--- config.mk ---
export PLATFORM = sky130hd
export DESIGN_NAME = ins_bootloader
export DESIGN_NICKNAME = d
export VERILOG_FILES = /design/src/rtl/ins_bootloader.sv
export SDC_FILE = /design/constraint.sdc
export NUM_CORES = 1
export LEC_CHECK = 0
export ABC_AREA = 1
export CAP_MARGIN = 0
export CORE_MARGIN = 1.5
export CORE_UTILIZATION = 53
export DETAILED_ROUTE_END_ITERATION = 8
export HOLD_SLACK_MARGIN = 0.12
export PLACE_DENSITY = 0.83
export RECOVER_POWER = 100
export REMOVE_ABC_BUFFERS = 1
export SLEW_MARGIN = 40
export SYNTH_ARGS = -nofsm -noshare
export SYNTH_HDL_FRONTEND = slang
export SYNTH_SLANG_ARGS = --single-unit
--- constraint.sdc ---
create_clock -name clock -period 3.1 [get_ports clock]
set_input_delay 0.62 -clock clock [delete_from_list [all_inputs] [get_ports clock]]
set_output_delay 0.62 -clock clock [all_outputs]
set_load 0.02 [all_outputs]
--- src/rtl/ins_bootloader.sv ---
// Boot-stream loader: parses a counted byte stream of 16-bit instruction words,
// writes them to instruction memory and releases the CPU only on a good checksum.
module ins_bootloader #(
    parameter int          MAX_WORDS = 32,
    parameter logic [15:0] BASE_ADDR = 16'd0
) (
    input  logic        clock,
    input  logic        clear,
    input  logic [7:0]  byte_in,
    input  logic        byte_valid,
    output logic        byte_ready,
    output logic [15:0] ins_load,
    output logic [15:0] l_addr,
    output logic        load,
    output logic        cpu_hold,
    output logic        done,
    output logic        error,
    output logic [2:0]  o_dbg_state
);

    // Handshake: a byte moves only in a cycle where byte_valid and byte_ready are
    // both high at the rising edge; byte_ready never depends on byte_valid.
    typedef enum logic [2:0] {
        S_CNT_HI = 3'd0,
        S_CNT_LO = 3'd1,
        S_INS_HI = 3'd2,
        S_INS_LO = 3'd3,
        S_WRITE  = 3'd4,
        S_CSUM   = 3'd5,
        S_DONE   = 3'd6,
        S_ERR    = 3'd7
    } state_t;

    localparam logic [15:0] MAX_W16 = 16'(MAX_WORDS);

    state_t      r_state;
    state_t      w_next;
    logic [7:0]  r_cnt_hi;
    logic [15:0] r_count;
    logic [15:0] r_words;
    logic [7:0]  r_csum;
    logic [15:0] r_ins;
    logic [15:0] r_addr;
    logic        r_ready;
    logic        r_load;
    logic        r_hold;
    logic        r_done;
    logic        r_err;

    logic        w_xfer;
    logic [15:0] w_count_in;
    logic [15:0] w_words_inc;

    assign w_xfer      = byte_valid & r_ready;
    assign w_count_in  = {r_cnt_hi, byte_in};
    assign w_words_inc = r_words + 16'd1;

    always_comb begin
        w_next = r_state;
        case (r_state)
            S_CNT_HI: if (w_xfer) w_next = S_CNT_LO;
            S_CNT_LO: begin
                if (w_xfer) begin
                    if (w_count_in > MAX_W16)
                        w_next = S_ERR;
                    else if (w_count_in == 16'd0)
                        w_next = S_CSUM;
                    else
                        w_next = S_INS_HI;
                end
            end
            S_INS_HI: if (w_xfer) w_next = S_INS_LO;
            S_INS_LO: if (w_xfer) w_next = S_WRITE;
            S_WRITE:  w_next = (w_words_inc < r_count) ? S_INS_HI : S_CSUM;
            S_CSUM: begin
                if (w_xfer)
                    w_next = (byte_in == r_csum) ? S_DONE : S_ERR;
            end
            S_DONE:   w_next = S_DONE;
            S_ERR:    w_next = S_ERR;
            default:  w_next = S_ERR;
        endcase
    end

    // Outputs are decoded from the next state so they are registered yet line up
    // with the state they describe.
    always_ff @(posedge clock) begin
        if (clear) begin
            r_state  <= S_CNT_HI;
            r_cnt_hi <= 8'd0;
            r_count  <= 16'd0;
            r_words  <= 16'd0;
            r_csum   <= 8'd0;
            r_ins    <= 16'd0;
            r_addr   <= BASE_ADDR;
            r_ready  <= 1'b1;
            r_load   <= 1'b0;
            r_hold   <= 1'b1;
            r_done   <= 1'b0;
            r_err    <= 1'b0;
        end else begin
            r_state <= w_next;
            r_ready <= (w_next inside {S_CNT_HI, S_CNT_LO, S_INS_HI, S_INS_LO, S_CSUM});
            r_load  <= (w_next == S_WRITE);
            r_hold  <= (w_next != S_DONE);
            r_done  <= (w_next == S_DONE);
            r_err   <= (w_next == S_ERR);
            case (r_state)
                S_CNT_HI: if (w_xfer) r_cnt_hi <= byte_in;
                S_CNT_LO: if (w_xfer) r_count <= w_count_in;
                S_INS_HI: begin
                    if (w_xfer) begin
                        r_ins  <= {byte_in, r_ins[7:0]};
                        r_csum <= r_csum ^ byte_in;
                    end
                end
                S_INS_LO: begin
                    if (w_xfer) begin
                        r_ins  <= {r_ins[15:8], byte_in};
                        r_csum <= r_csum ^ byte_in;
                    end
                end
                // Address advances after the strobe so it is stable during the write.
                S_WRITE: begin
                    r_words <= w_words_inc;
                    r_addr  <= r_addr + 16'd2;
                end
                default: ;
            endcase
        end
    end

    assign byte_ready  = r_ready;
    assign ins_load    = r_ins;
    assign l_addr      = r_addr;
    assign load        = r_load;
    assign cpu_hold    = r_hold;
    assign done        = r_done;
    assign error       = r_err;
    assign o_dbg_state = r_state;

endmodule

# Yosys cells after proc, flatten, opt, wreduce, memory -nomap -nowiden
# Cells that the tools add are included.
# totals
mem_count	0
mem_bits_rw	0
register_bits	88
rom_bits	0
out_inout_bits	40
latch_bits	0
elab_cells	60
# classes
reduce_logical	10
n_lt_le_gt_ge	2
n_mux	13
add_sub_neg	2
multipliers	0
n_bitwise	4
shifts	0
eq_ne	16
div_mod_pow	0
# op_table
operator	count
$pmux 16 s2	1
$eq 3x3->1 const B	8
$mux 3	8
$pmux 3 s8	1
$add 16x1->16 const B	1
$add 16x2->16 const B	1
$gt 16x6->1 const B	1
$logic_not 16->1	1
$lt 16x16->1	1
$mux 16	1
$eq 3x2->1 const B	4
$eq 8x8->1	1
$mux 8	1
$xor 8x8->8	1
$eq 3x1->1 const B	2
$logic_not 3->1	2
$reduce_and 2->1	3
$reduce_and 3->1	2
$reduce_bool 5->1	1
$ne 3x3->1 const B	1
$not 1->1	2
$reduce_or 2->1	1
$and 1x1->1	1
$mux 1	1

# Longest topological paths before layout
# Gate-level depths: netlist (run 1).
# depth
word_depth	7
ltp_mapped	20
ltp_nobuf	20

# Worst setup path after synthesis (run 1)
# Ideal clock, no wire load.
# synth_path
path_kind	reg2reg
start	register r_words[0]
end	register r_hold (netlist: cpu_hold)
path_stages_with_launch	18
synth_period_minus_slack_ns	2.422
path_slack_ns	0.678
required_ns	2.978
arrival_time_ns	2.301
cell_sequence	dfxtp_1 > ha_1 > nand3_1 > nor2_1 > nand2_1 > nor2_2 > nand4_1 > xnor2_1 > ha_1 > nand2_1 > nor4_1 > nand2_1 > nand2_1 > nand2_1 > nand2_1 > inv_1 > nor2_2 > nand2_2
# synth_between
elab_chain_cells	5
# synth_lines
item	line_no	rtl
from (decl)	40	logic [15:0] r_words;
from (signal assigned)	125	r_words <= w_words_inc;
$add 16x1->16	56	assign w_words_inc = r_words + 16'd1;
net w_words_inc[14]	52	logic [15:0] w_words_inc;
$lt 16x16->1	74	S_WRITE: w_next = (w_words_inc < r_count) ? S_INS_HI : S_CSUM;
$mux 3	74	
$pmux 3 s8	60	case (r_state)
$ne 3x3->1	105	r_hold <= (w_next != S_DONE);
to (signal assigned)	105	
to (decl)	46	logic r_hold;
# The timed path passes the listed nets, and every way through them passes these cells.
# A chain may end at the register's enable or synchronous reset.

# Worst setup path in the final report (run 1)
# layout_path
start	register r_words[2]
end	register r_hold (netlist: cpu_hold)
# The elaborated chain is that of the path after synthesis.

==> results of run 1 <==
## per-layer routing
layer  vias up  global-route usage (%)
met5         -                       0
met4         0                   5.769
met3        13                   5.721
met2        77                   41.05
met1      1692                   29.54
li1       2001                       -
## Yosys cell counts, drive strengths merged, types with 11 or more instances
cell type,count,area [µm²]
a21oi,81,405.4
inv,92,345.3
nand3,29,155.2
nor2,70,300.3
dfxtp,87,1742
ha,17,212.7
o21ai,60,300.3
nor3,11,76.33
clkbuf,11,41.29
xor2,12,105.1
nand2,99,376.6
## kinds of logic after synthesis
logic type | after synthesis | synth area share, %
compound gates | 144 | 17.34
xor+xnor | 14 | 2.915
fa+ha+maj | 17 | 5.056
buf+inv | 110 | 10.08
flops | 87 | 41.40
other cells | 1 | 0.08915
simple gates | 219 | 23.11
## cell type report
cell class | count | share of cell area (%)
Clock buffer | 9 | 2.515
Inverter | 92 | 7.010
Sequential cell | 87 | 35.36
Clock inverter | 7 | 1.219
Tap cell | 102 | 2.591
Timing Repair Buffer | 52 | 10.29
Multi-Input combinational cell | 395 | 41.02
## worst min-delay path, cell delays in order, from the launching register on
cell and delay (ns):
sky130_fd_sc_hd__dfxtp_1 0.32, sky130_fd_sc_hd__nand2_1 0.06, sky130_fd_sc_hd__a21oi_1 0.05
## power groups by stage
stage	Clock [W]	Combinational, W	Sequential [W]
after global routing	0.000804	0.00143	0.00153
final	0.000747	0.00123	0.00150
after floorplan	0	0.000865	0.00154
after detailed placement	0	0.00127	0.00152
after CTS	0.000759	0.00128	0.00150
after global placement	0	0.00122	0.00151
## registers in the layout (all words and copies together), names as in the netlist
signal / flops
ins_load: 16
r_count: 16
r_words: 16
l_addr: 15
r_cnt_hi: 8
r_csum: 8
o_dbg_state: 3
byte_ready: 1
cpu_hold: 1
done: 1
error: 1
load: 1
## worst max path at each step
| stage | startpoint | endpoint |
|---|---|---|
| after floorplan | r_words[0] | cpu_hold |
| after global placement | r_words[0] | cpu_hold |
| after detailed placement | r_words[0] | cpu_hold |
| after CTS | r_words[0] | cpu_hold |
| after global routing | r_words[0] | cpu_hold |
| final | r_words[2] | cpu_hold |
## through the flow
step                power (W)  setup WS (ns)
floorplan            0.002405         0.6657
global placement     0.002729         0.4787
detailed placement   0.002787         0.3898
CTS                  0.003532         0.3854
global route         0.003766        0.06743
finish               0.003475         0.3475
==> Flow_metrics.wiki, run 1 <==
{| class="wikitable"
! Metric !! Value
|-
| Total internal power || 0.002085 W
|-
| Type of the worst min-delay path || reg -> reg
|-
| Hold-critical path depth || 2
|-
| Combined buffer and inverter count along the critical path || 2
|-
| Leading cell types in the layout, fill and taps excluded || sky130_fd_sc_hd__nand2_1, sky130_fd_sc_hd__inv_1, sky130_fd_sc_hd__dfxtp_1, sky130_fd_sc_hd__a21oi_1, sky130_fd_sc_hd__nor2_1
|-
| Category of the critical setup timing path || reg -> reg
|-
| Share of total power consumed by net switching || 40.00%
|-
| Flip-flop and latch count after synthesis || 87
|-
| Clk sinks || 87
|-
| Arrival time worst endpoint || 3.00 ns
|-
| Clock Pin Slew Worst Setup and Hold Paths || 0.10 ns
|-
| DRC errors left || 0
|-
| Clock tree root driver cell || sky130_fd_sc_hd__clkbuf_8
|-
| Initial antenna violation count || 0
|-
| Number of cells on the critical path || 16
|-
| Largest stage delay, worst path || 0.40 ns
|-
| Met2 routed wirelength || 4435 µm
|-
| Cell Area, Synth || 0.004207 mm²
|-
| Worst reg2reg path startpoint || r_words[2]
|-
| Post-route cell area || 0.004926 mm²
|-
| Area used by multi-input combinational logic || 0.002021 mm²
|-
| DR vias || 3783
|-
| Worst slew margin relative to its limit || 3.640%
|-
| Max Root-Sink Buffers || 2
|-
| Wire length of the first global-routing pass || 16240 µm
|-
| Global placer's final weighted congestion || 0.8602
|-
| Chip Width || 92.09 µm
|-
| Fraction of final layout cells with drive strength greater than 1 || 5.296%
|-
| Final ANT Viol Nets || 0
|-
| WHS || 0.4679 ns
|-
| Maximum vdd drop || 0.5017 mV
|-
| Height of the die || 92.09 µm
|-
| Post-synthesis cell count || 592
|-
| DRT Pass-1 Iters || 4
|-
| Area after detailed placement || 0.004768 mm²
|-
| Clk network pwr share || 21.5%
|-
| Sum of overflow across all layers after global routing || 0
|-
| Number of different library cells in the post-synthesis netlist || 28
|-
| Tcrit/Tclk final || 88.79%
|-
| Final cell count without fillers || 744
|-
| TritonCTS clock tree || built
|-
| Switching power || 0.001390 W
|-
| Count of antenna diodes in the layout || 0
|-
| Average cell area after synthesis || 7.106 µm²
|-
| Max-slew violation count || 0
|-
| Most common cell after layout, fill and taps aside || sky130_fd_sc_hd__nand2_1
|-
| Later-pin clock latency in the skew report || 0.37 ns
|-
| Cts bufs inserted || 9
|-
| Async set-or-reset flop fraction in the synthesized netlist || 0%
|-
| Post-cts repair resize count || 0
|-
| CP max FO || 5
|-
| Run status || complete, no violations
|-
| CTS HTree Levels || 3
|-
| Setup repair after global routing missed its margin || false
|-
| Primary flip-flop cell chosen by synthesis mapping || sky130_fd_sc_hd__dfxtp_1
|-
| Average vias per placed instance || 5.085
|-
| Detailed route wirelength on metal3 || 410 µm
|-
| Count of input and output buffers || 49
|-
| Share of the core filled with cells || 64.08%
|-
| Final hold viol count || 0
|-
| Endpoint of the lowest-slack register-to-register path || cpu_hold
|-
| Source of the worst hold timing path || ins_load[15]
|-
| Hold bufs inserted after CTS || 0
|-
| Floorplan row count || 32
|-
| Element type at the critical path end || register
|-
| Count of placed standard cells including taps || 728
|-
| Maximum number of pins on one net before global-route repair || 54
|-
| Routed metal-1 wire length || 4195 µm
|-
| Die area || 0.008481 mm²
|-
| Boundary pin count || 51
|-
| Master of the slowest instance on the critical path || sky130_fd_sc_hd__dfxtp_1
|-
| Cell type with the highest occurrence count on the critical path || sky130_fd_sc_hd__nand2_1
|-
| Uppermost layer routed || met4
|-
| Share of power burned in combinational logic || 35.5%
|-
| Setup Viol. Count Final || 0
|-
| Leak pwr || 2.161 nW
|-
| Via count of the first global-routing pass || 3651
|-
| Detailed-route wire length || 9180 µm
|-
| Part of the power in registers || 43.1%
|-
| Initial Utilization || 54.72%
|-
| Overall track demand over capacity in global routing || 23.71%
|-
| FF-to-FF setup slack || 0.35 ns
|-
| Transition time of the tightest slew-check pin || 1.445 ns
|-
| Total number of nets in the final design || 665
|-
| Post-detailed-route wirelength per cell || 12.34 µm
|-
| Count of warnings emitted by yosys || 0
|-
| Hold worst-path end || ins_load[15]
|-
| Critical Path Start Type || register
|-
| Pwr Density || 705.4 mW/mm²
|-
| Synth-to-Final Area Change || 17.10%
|-
| Clock period minus worst slack || 2.752 ns
|-
| Kind of cell with the highest combined delay on the critical path || simple AND/OR/NAND/NOR gates
|-
| Register area share after synthesis || 41.40%
|-
| HPWL after detailed placement || 6543 µm
|-
| Post-synth EDFFs || 0
|-
| Max capacitance violation total || 0
|-
| Max Freq || 0.3633 GHz
|-
| Number of buffers inserted to repair setup after CTS || 0
|-
| Cell-by-cell trace of the critical path || nand2_1 > nor2_4 > nand4_1 > nor3_1 > xor2_1 > inv_1 > ha_1 > nand2_1 > nor4_1 > nand2_1 > nand2_1 > nand2_1 > nand2_1 > inv_1 > nor2_2 > nand2_1
|-
| Worst clock skew on the final layout || 0.01486 ns
|-
| Fillers || 695
|-
| Core region area || 0.007687 mm²
|-
| Area taken by flip-flops and latches || 0.001742 mm²
|-
| Worst EP required || 3.35 ns
|-
| Length in cells of the worst reg-to-reg path || 16
|-
| Final total negative setup slack || 0 ns
|-
| Number of violations reported at the end of detailed-routing iteration 0 || 171
|}
Power figures use the tool's default switching activity.
==> run 2, diff against run 1 <==
- PLACE_DENSITY: 0.83 -> 0.85
==> Flow_metrics.wiki, run 2 (synthesis results as in run 1) <==
{| class="wikitable"
! Metric !! Value
|-
| TritonCTS clock tree || built
|-
| Cell type with the highest occurrence count on the critical path || sky130_fd_sc_hd__nand2_1
|-
| Final ANT Viol Nets || 0 (unchanged)
|-
| Total number of nets in the final design || 666 (+0.15%)
|-
| Final hold viol count || 0 (unchanged)
|-
| Die area || 0.008481 mm² (unchanged)
|-
| Detailed-route wire length || 9557 µm (+4.1%)
|-
| Height of the die || 92.09 µm (unchanged)
|-
| Area after detailed placement || 0.004776 mm² (+0.16%)
|-
| Floorplan row count || 32 (unchanged)
|-
| Via count of the first global-routing pass || 3787 (+3.7%)
|-
| Count of antenna diodes in the layout || 0 (unchanged)
|-
| Post-detailed-route wirelength per cell || 12.83 µm (+4.0%)
|-
| Transition time of the tightest slew-check pin || 0.9260 ns (-0.5194 ns)
|-
| Maximum number of pins on one net before global-route repair || 31 (-43%)
|-
| Leak pwr || 2.168 nW (+0.36%)
|-
| Arrival time worst endpoint || 3.03 ns (+0.03 ns)
|-
| Worst clock skew on the final layout || 0.006136 ns (-0.008722 ns)
|-
| Core region area || 0.007687 mm² (unchanged)
|-
| Initial Utilization || 54.72% (unchanged)
|-
| Max Root-Sink Buffers || 2 (unchanged)
|-
| Count of input and output buffers || 49 (unchanged)
|-
| Pwr Density || 708.7 mW/mm² (+0.47%)
|-
| Final total negative setup slack || 0 ns (unchanged)
|-
| Clock period minus worst slack || 2.787 ns (+0.03410 ns)
|-
| Type of the worst min-delay path || reg -> reg
|-
| Initial antenna violation count || 0 (unchanged)
|-
| Clock tree root driver cell || sky130_fd_sc_hd__clkbuf_8
|-
| CTS HTree Levels || 3 (unchanged)
|-
| Sum of overflow across all layers after global routing || 0 (unchanged)
|-
| Max capacitance violation total || 0 (unchanged)
|-
| DR vias || 3932 (+3.9%)
|-
| DRT Pass-1 Iters || 4 (unchanged)
|-
| Master of the slowest instance on the critical path || sky130_fd_sc_hd__dfxtp_1
|-
| Maximum vdd drop || 0.3796 mV (-24%)
|-
| Max-slew violation count || 0 (unchanged)
|-
| Post-route cell area || 0.004905 mm² (-0.43%)
|-
| Cts bufs inserted || 9 (unchanged)
|-
| Later-pin clock latency in the skew report || 0.35 ns (-0.02 ns)
|-
| Run status || complete, no violations
|-
| CP max FO || 5 (unchanged)
|-
| Largest stage delay, worst path || 0.40 ns (about the same)
|-
| Hold bufs inserted after CTS || 0 (unchanged)
|-
| Number of buffers inserted to repair setup after CTS || 0 (unchanged)
|-
| DRC errors left || 0 (unchanged)
|-
| Leading cell types in the layout, fill and taps excluded || sky130_fd_sc_hd__nand2_1, sky130_fd_sc_hd__inv_1, sky130_fd_sc_hd__dfxtp_1, sky130_fd_sc_hd__a21oi_1, sky130_fd_sc_hd__nor2_1
|-
| FF-to-FF setup slack || 0.31 ns (-0.03 ns)
|-
| Overall track demand over capacity in global routing || 23.67% (-0.034 points)
|-
| Critical Path Start Type || register
|-
| Boundary pin count || 51 (unchanged)
|-
| Category of the critical setup timing path || reg -> reg
|-
| Worst EP required || 3.34 ns (about the same)
|-
| Max Freq || 0.3589 GHz (-1.2%)
|-
| Setup Viol. Count Final || 0 (unchanged)
|-
| Global placer's final weighted congestion || 0.8690 (+1.0%)
|-
| Number of violations reported at the end of detailed-routing iteration 0 || 173 (+1.2%)
|-
| Most common cell after layout, fill and taps aside || sky130_fd_sc_hd__nand2_1
|-
| Element type at the critical path end || register
|-
| Cell-by-cell trace of the critical path || nand2_1 > nor2_1 > nand4_1 > nor3_1 > xor2_1 > inv_1 > ha_1 > a21oi_1 > o21ai_0 > a21oi_1 > nand3_1 > nand2_1 > nand2_1 > nor2_2 > nand2_2
|-
| Setup repair after global routing missed its margin || false
|-
| Wire length of the first global-routing pass || 16290 µm (+0.30%)
|-
| Chip Width || 92.09 µm (unchanged)
|-
| Tcrit/Tclk final || 89.89% (+1.1 points)
|-
| HPWL after detailed placement || 6835 µm (+4.5%)
|-
| Clk sinks || 87 (unchanged)
|-
| Average vias per placed instance || 5.278 (+3.8%)
|-
| Worst slew margin relative to its limit || 38.04% (+34 points)
|-
| Fraction of final layout cells with drive strength greater than 1 || 4.510% (-0.79 points)
|-
| Synth-to-Final Area Change || 16.60%
|-
| Clock Pin Slew Worst Setup and Hold Paths || 0.09 ns (about the same)
|}
-- run 2: cell count changes in the layout (fill, tap and decap cells not counted), moves of 2 or more --
cell,before,now
sky130_fd_sc_hd__inv_2,5,3
sky130_fd_sc_hd__clkinvlp_4,3,1
sky130_fd_sc_hd__nor3_2,2,0
sky130_fd_sc_hd__inv_1,87,89
sky130_fd_sc_hd__nor3_1,8,11
sky130_fd_sc_hd__clkinv_2,0,2
-- run 2: final timing paths --
| path | from | to | cells after the start |
|---|---|---|---|
| setup / recovery | r_words[2] | cpu_hold | 15 |
| hold / removal | ins_load[11] | ins_load[11] | 2 |
| setup reg to reg | r_words[2] | cpu_hold | 15 |
| hold reg to reg | ins_load[11] | ins_load[11] | 2 |
-- run 2: repair_timing --
action | in CTS | in global routing
setup endpoints to repair | 0 | 3
resized for setup | 0 | 1
endpoints found under the hold margin | 0 | 0
-- run 2: layout make-up --
class | count | area (µm²)
fill | 694 | 2783
clock inverter | 6 | 43.79
inverter | 92 | 345.3
tap | 102 | 127.6
sequential | 87 | 1742
timing repair buffer | 53 | 513.0
clock buffer | 10 | 137.6
multi-input combinational | 395 | 1996
-- run 2: per-stage QoR --
step,power (W),std cells,utilization (%),worst slack (ns),hold WS [ns]
CTS,0.003530,745,64.49,0.3522,0.4688
detailed placement,0.002793,729,62.13,0.3782,0.4557
floorplan,0.002405,574,-,0.6657,0.4376
global route,0.003757,745,63.80,0.02950,0.4847
global placement,0.002725,729,62.13,0.4920,0.4517
finish,0.003476,745,63.80,0.3134,0.4661
-- run 2: critical path: cells and delay by family (launching register included) --
kind                       cells  cell delay, ns
AOI/OAI and AO/OA              3            0.44
xor gates and xnor gates       1            0.17
adders and majority gates      1            0.28
buffers and inverters          1            0.07
DFF                            1            0.40
and+or+nand+nor                9            1.33
-- run 2: report_power, final --
| part | switching [W] | total (W) | internal, W |
|---|---|---|---|
| clock network | 0.000417 | 0.000735 | 0.000318 |
| registers | 0.000161 | 0.00149 | 0.00133 |
| logic | 0.000800 | 0.00125 | 0.000448 |
| total | 0.00138 | 0.00348 | 0.00210 |
-- run 2: layer usage --
metal	GRT usage (%)	wire (µm)	vias up
met2	41.11	4692	91
met1	28.03	4257	1825
met3	5.224	427	20
met4	9.872	179	0
li1	-	-	1996
met5	0	0	-
==> run 3, diff against run 2 <==
- SLEW_MARGIN: 40 -> 20
==> results of run 3 <==
Final layout, timing and power as in run 2 (identical DEF).
